$ cat src/rtl/fib_stack_engine.sv
// fib_stack_engine: Fibonacci(entry) via an explicit 16x4 stack.
// Controller FSM drives eight strobes; datapath returns four flags.

module fib_controller (
  input  logic clk,
  input  logic rst,
  input  logic start,
  input  logic done,
  input  logic backtrack,
  input  logic cal_update,
  input  logic updated,
  output logic load_init,
  output logic push,
  output logic alu,
  output logic updater,
  output logic cal_res,
  output logic dont_check,
  output logic res_updater,
  output logic poping,
  output logic ready
);

  typedef enum logic [3:0] {
    IDLE,
    INIT,
    TEST,
    EXPAND,
    CALC,
    WRITE,
    WAIT,
    POP,
    FINISH
  } state_t;

  state_t state;

  // Next state plus the strobes of that state, all registered together.
  always_ff @(posedge clk or negedge rst) begin
    if (!rst) begin
      state       <= IDLE;
      load_init   <= 1'b0;
      push        <= 1'b0;
      alu         <= 1'b0;
      updater     <= 1'b0;
      cal_res     <= 1'b0;
      dont_check  <= 1'b0;
      res_updater <= 1'b0;
      poping      <= 1'b0;
      ready       <= 1'b1;
    end else begin
      load_init   <= 1'b0;
      push        <= 1'b0;
      alu         <= 1'b0;
      updater     <= 1'b0;
      cal_res     <= 1'b0;
      dont_check  <= 1'b0;
      res_updater <= 1'b0;
      poping      <= 1'b0;
      ready       <= 1'b0;
      unique case (state)
        IDLE: begin
          if (start) begin
            state     <= INIT;
            load_init <= 1'b1;
          end else begin
            ready <= 1'b1;
          end
        end
        INIT: state <= TEST;
        TEST: begin
          if (backtrack) begin
            // cur is stable through CALC, so the leaf
            // choice can be latched here.
            state      <= CALC;
            cal_res    <= cal_update;
            dont_check <= ~cal_update;
          end else begin
            state   <= EXPAND;
            push    <= 1'b1;
            alu     <= 1'b1;
            updater <= 1'b1;
          end
        end
        EXPAND: state <= TEST;
        CALC: begin
          state       <= WRITE;
          res_updater <= 1'b1;
        end
        WRITE: state <= WAIT;
        WAIT: begin
          if (updated) begin
            if (done) begin
              state <= FINISH;
            end else begin
              state  <= POP;
              poping <= 1'b1;
            end
          end
        end
        POP: state <= TEST;
        FINISH: begin
          state <= IDLE;
          ready <= 1'b1;
        end
        default: state <= IDLE;
      endcase
    end
  end

endmodule

module fib_datapath (
  input  logic        clk,
  input  logic        rst,
  input  logic [3:0]  entry,
  input  logic        load_init,
  input  logic        push,
  input  logic        alu,
  input  logic        updater,
  input  logic        cal_res,
  input  logic        dont_check,
  input  logic        res_updater,
  input  logic        poping,
  output logic        done,
  output logic        backtrack,
  output logic        cal_update,
  output logic        updated,
  output logic [20:0] result
);

  logic [3:0]  cur;
  logic [4:0]  sp;
  logic [20:0] tmp;
  logic [3:0]  stack [16];
  logic [3:0]  push_val;
  logic [3:0]  pop_idx;

  assign push_val   = alu ? cur - 4'd2 : cur - 4'd1;
  assign pop_idx    = sp[3:0] - 4'd1;
  assign done       = (sp == 5'd0);
  assign backtrack  = (cur < 4'd2);
  assign cal_update = (cur == 4'd1);

  // Stack storage; contents are don't-care until pushed.
  always_ff @(posedge clk) begin
    if (push) begin
      stack[sp[3:0]] <= push_val;
    end
  end

  // Working registers and the result accumulator.
  always_ff @(posedge clk or negedge rst) begin
    if (!rst) begin
      cur     <= 4'd0;
      sp      <= 5'd0;
      tmp     <= 21'd0;
      result  <= 21'd0;
      updated <= 1'b0;
    end else if (load_init) begin
      cur     <= entry;
      sp      <= 5'd0;
      tmp     <= 21'd0;
      result  <= 21'd0;
      updated <= 1'b0;
    end else begin
      if (updater) begin
        cur <= cur - 4'd1;
      end else if (poping) begin
        cur <= stack[pop_idx];
      end
      if (push) begin
        sp <= sp + 5'd1;
      end else if (poping) begin
        sp <= sp - 5'd1;
      end
      if (cal_res) begin
        tmp <= result + 21'd1;
      end else if (dont_check) begin
        tmp <= result;
      end
      if (res_updater) begin
        result  <= tmp;
        updated <= 1'b1;
      end else if (poping) begin
        updated <= 1'b0;
      end
    end
  end

endmodule

module fib_stack_engine (
  input  logic        clk,
  input  logic        rst,
  input  logic        start,
  input  logic [3:0]  entry,
  output logic [20:0] result,
  output logic        ready
);

  logic load_init;
  logic push;
  logic alu;
  logic updater;
  logic cal_res;
  logic dont_check;
  logic res_updater;
  logic poping;
  logic done;
  logic backtrack;
  logic cal_update;
  logic updated;

  fib_controller u_ctrl (
    .clk         (clk),
    .rst         (rst),
    .start       (start),
    .done        (done),
    .backtrack   (backtrack),
    .cal_update  (cal_update),
    .updated     (updated),
    .load_init   (load_init),
    .push        (push),
    .alu         (alu),
    .updater     (updater),
    .cal_res     (cal_res),
    .dont_check  (dont_check),
    .res_updater (res_updater),
    .poping      (poping),
    .ready       (ready)
  );

  fib_datapath u_dp (
    .clk         (clk),
    .rst         (rst),
    .entry       (entry),
    .load_init   (load_init),
    .push        (push),
    .alu         (alu),
    .updater     (updater),
    .cal_res     (cal_res),
    .dont_check  (dont_check),
    .res_updater (res_updater),
    .poping      (poping),
    .done        (done),
    .backtrack   (backtrack),
    .cal_update  (cal_update),
    .updated     (updated),
    .result      (result)
  );

endmodule

$ cat config.mk
export PLATFORM = sky130hd
export DESIGN_NAME = fib_stack_engine
export DESIGN_NICKNAME = d
export VERILOG_FILES = /design/src/rtl/fib_stack_engine.sv
export SDC_FILE = /design/constraint.sdc
export NUM_CORES = 1
export LEC_CHECK = 0
export ABC_AREA = 0
export CAP_MARGIN = 15
export CORE_UTILIZATION = 54
export DETAILED_ROUTE_END_ITERATION = 7
export PLACE_DENSITY = 0.76
export SYNTH_ARGS = -nofsm -noshare
export SYNTH_HDL_FRONTEND = slang
export SYNTH_SLANG_ARGS = --single-unit
$ cat constraint.sdc
create_clock -name clk -period 1.9 [get_ports clk]
set_input_delay 0.38 -clock clk [delete_from_list [all_inputs] [get_ports clk]]
set_output_delay 0.38 -clock clk [all_outputs]
set_load 0.02 [all_outputs]
==> metrics.txt <==
outcome completed; Worst-path clk slew 0.06 ns; ys async rst share 49.6%; vias in the first global route 4149; largest net degree at the start of global routing 64; Cell Chain, Critical Path buf_4 -> fa_1 -> a21o_1 -> a21oi_2 -> mux2i_1 -> xnor2_1 -> nor2_1; Worst Skew 0.00867 ns; DRT antenna net count 0; yosys warns 0; final HPWL from detailed placement 8.50 mm; Setup Viol. Count Final 0; commonest cells in the netlist nand2_1 (69), edfxtp_1 (64), dfrtp_1 (62), nor2_1 (58), mux2i_1 (31); GRT Util Overall 24.7%; Post-Syn Area 5910 um2; Synth-to-Final Area Change 22.3%; pwr dens 843 nW/um2; # nets final 581; top-count cell post-synth nand2_1; Final Util 69.1%; pre-CTS WS -0.148 ns; Worst setup SP type flip-flop; leakage power 3.12 nW; mean post-synth cell area 12.0 um2; RSZ-0062 raised after global routing true; 1st-iter DRT viols 448; Slew HR 52.0%; distinct cell type count after synthesis 52; Die Wd 107 um; fmax 0.537 GHz; Final Hold Vio Count 0; Max Buffers Root-to-Sink 2; critical path class flip-flop to flip-flop; Max Slew Vio Count 0; CTS sink cnt 127; clk root buf clkbuf_8; Skew-Pair Late Insertion Delay 0.53 ns; setup ws final 0.0392 ns; flops & latches, synth 127; DRC 0; xor-xnor portion of the synthesized cell area 4.15%; Worst-Margin Slew 0.717 ns; cts bufs inserted 17; GR Overflow Total 0; FP Rows 37; Mapped Cells 492; crit path capture type flip-flop; post-synthesis mux area share 8.30%; Slowest-stage cell, CP fa_1; drt wl/cell 18.2 um; first-pass GRT wire length 20.8 mm; Tmin final 1.86 ns; Post-Synth Simple-Gate Area 15.6%; Hold WC Path Type primary input to asynchronous set/reset pin; Die H 107 um; Synth top area share 32.5%; cell taking the most area after synthesis edfxtp_1; # diodes 0; post-synthesis compound-gate area fraction 6.52%; Crit path buffers/inverters 1; I/O Buffers 28; Max stage delay on crit path 0.41 ns; vias per inst 5.86; layout cells sized above 1 19.3%; DRT Pass-1 Iters 4; die footprint 11400 um2; Top delay family on crit path adder cells; hold_ws 0.391 ns; CTS H-Tree Depth 4; Synth Area in Adders 2.88%; Worst Path Required 2.32 ns; sequential area share after synthesis 59.2%; VDD IR-drop max 1.07 mV; Synth area leaders edfxtp_1 (33%), dfrtp_1 (26%), mux2i_1 (5.3%); Final Power 6.09 mW; antenna violations before repair 0; CTS tree done; Max-Cap Viols 0; Ports 29; Core Region 10500 um2; CP max FO 6; Final period util 97.9%; WP data arrival 2.28 ns; net count after synthesis 512; EDFF count, synth 64; Starting Density 56.5%; Total Routed Length 12.9 mm; via count 4159; largest family of logic cells by synthesized area simple AND/OR/NAND/NOR gates; Top FF cell, synth edfxtp_1; Final GP Congestion 0.847
[tightest hold or removal path: stages]
cell and delay (ns):
dlygate4sd3_1 0.53, buf_2 0.12, buf_12 0.29
[metrics by stage]
stage	area, um2	instances	setup TNS, ns
global placement	6570	675	-0.808
detailed placement	6570	675	-2.39
finish	7220	710	0
CTS	7150	709	-0.0175
global route	7220	710	-0.0722
floorplan	5950	492	-0.0243
[where the power goes]
group          switching (mW)  internal [mW]  leakage, nW
Sequential                  0           2.87         1.52
Clock                    1.15           2.02        0.287
Combinational          0.0290         0.0155         1.32
Total                    1.18           4.91         3.12
[path summary, 6_finish.rpt]
kind	cells past startpoint	slack, ns	from	end
setup / recovery	7	0.04	u_dp.sp[1]$_DFFE_PN0P_	u_dp.sp[4]$_DFFE_PN0P_
hold / removal	3	0.39	rst	u_dp.result[3]$_DFFE_PN0P_
setup reg to reg	7	0.04	u_dp.sp[1]$_DFFE_PN0P_	u_dp.sp[4]$_DFFE_PN0P_
hold reg to reg	2	0.49	u_dp.tmp[9]$_DFFE_PN0P_	u_dp.tmp[9]$_DFFE_PN0P_
max in group asynchronous	3	1.18	rst	u_ctrl.ready$_DFF_PN1_
min in group clk	2	0.48	start	u_ctrl.ready$_DFF_PN1_
[layout by cell type (no fill, tap or decap), drive strengths merged, types with 2 or more instances in the layout]
cell	n
nand2	70
edfxtp	64
dfrtp	62
nor2	58
buf	45
mux2i	31
clkbuf	23
dlygate4sd2	22
o21ai	21
a21oi	16
xnor2	16
nand4	14
inv	13
xor2	12
ha	12
nand3	11
nor3	10
mux4	8
and3	6
a21o	6
clkinv	6
clkdlybuf4s50	5
nor2b	4
nand2b	4
a31oi	4
a32oi	4
and2	2
a2111oi	2
or2	2
nand3b	2
o31ai	2
a22o	2
bufinv	2
nor4	2
[layout make-up]
cell class              count  area [um2]
repair buffers             73         612
flip-flops and latches    127        3500
fillers                   757        3240
well taps                 136         170
inverters                  13        51.3
multi-input cells         329        2300
clock inverters             9         106
clock buffers              23         479
[registers in the layout, summed over array words and instances (netlist names)]
register / cells
u_dp.cur: 4
u_ctrl.state: 4
u_ctrl.cal_res: 1
u_dp.updated: 1
u_ctrl.ready: 1
u_ctrl.push: 1
u_dp.result: 21
u_ctrl.dont_check: 1
u_ctrl.poping: 1
u_dp.tmp: 21
u_dp.stack: 64
u_dp.sp: 5
u_ctrl.res_updater: 1
u_ctrl.load_init: 1
[per-layer routing]
metal	GRT usage [%]	share of wire [%]
met5	0	0
met4	10.2	2.3
met3	7.42	6.2
met2	37.6	49
met1	33.1	43
[kinds of logic (layout without fill, tap and decap cells)]
group / count (synthesis) / after routing
AO/OA/AOI/OAI: 61 / 61
XOR/XNOR: 28 / 28
adder cells (fa/ha/maj): 13 / 13
buffers and inverters: 36 / 118
flip-flops: 127 / 127
multiplexers: 39 / 39
AND/OR/NAND/NOR: 188 / 188
[repair_timing]
item                                   in CTS  in global routing
hold buffers                                1                  0
setup buffers                               1                  1
gates resized for setup                    23                 14
setup endpoints to repair                  42                 22
endpoints found under the hold margin      62                  0
pin swaps                                   0                  2
Power figures use the tool's default switching activity.
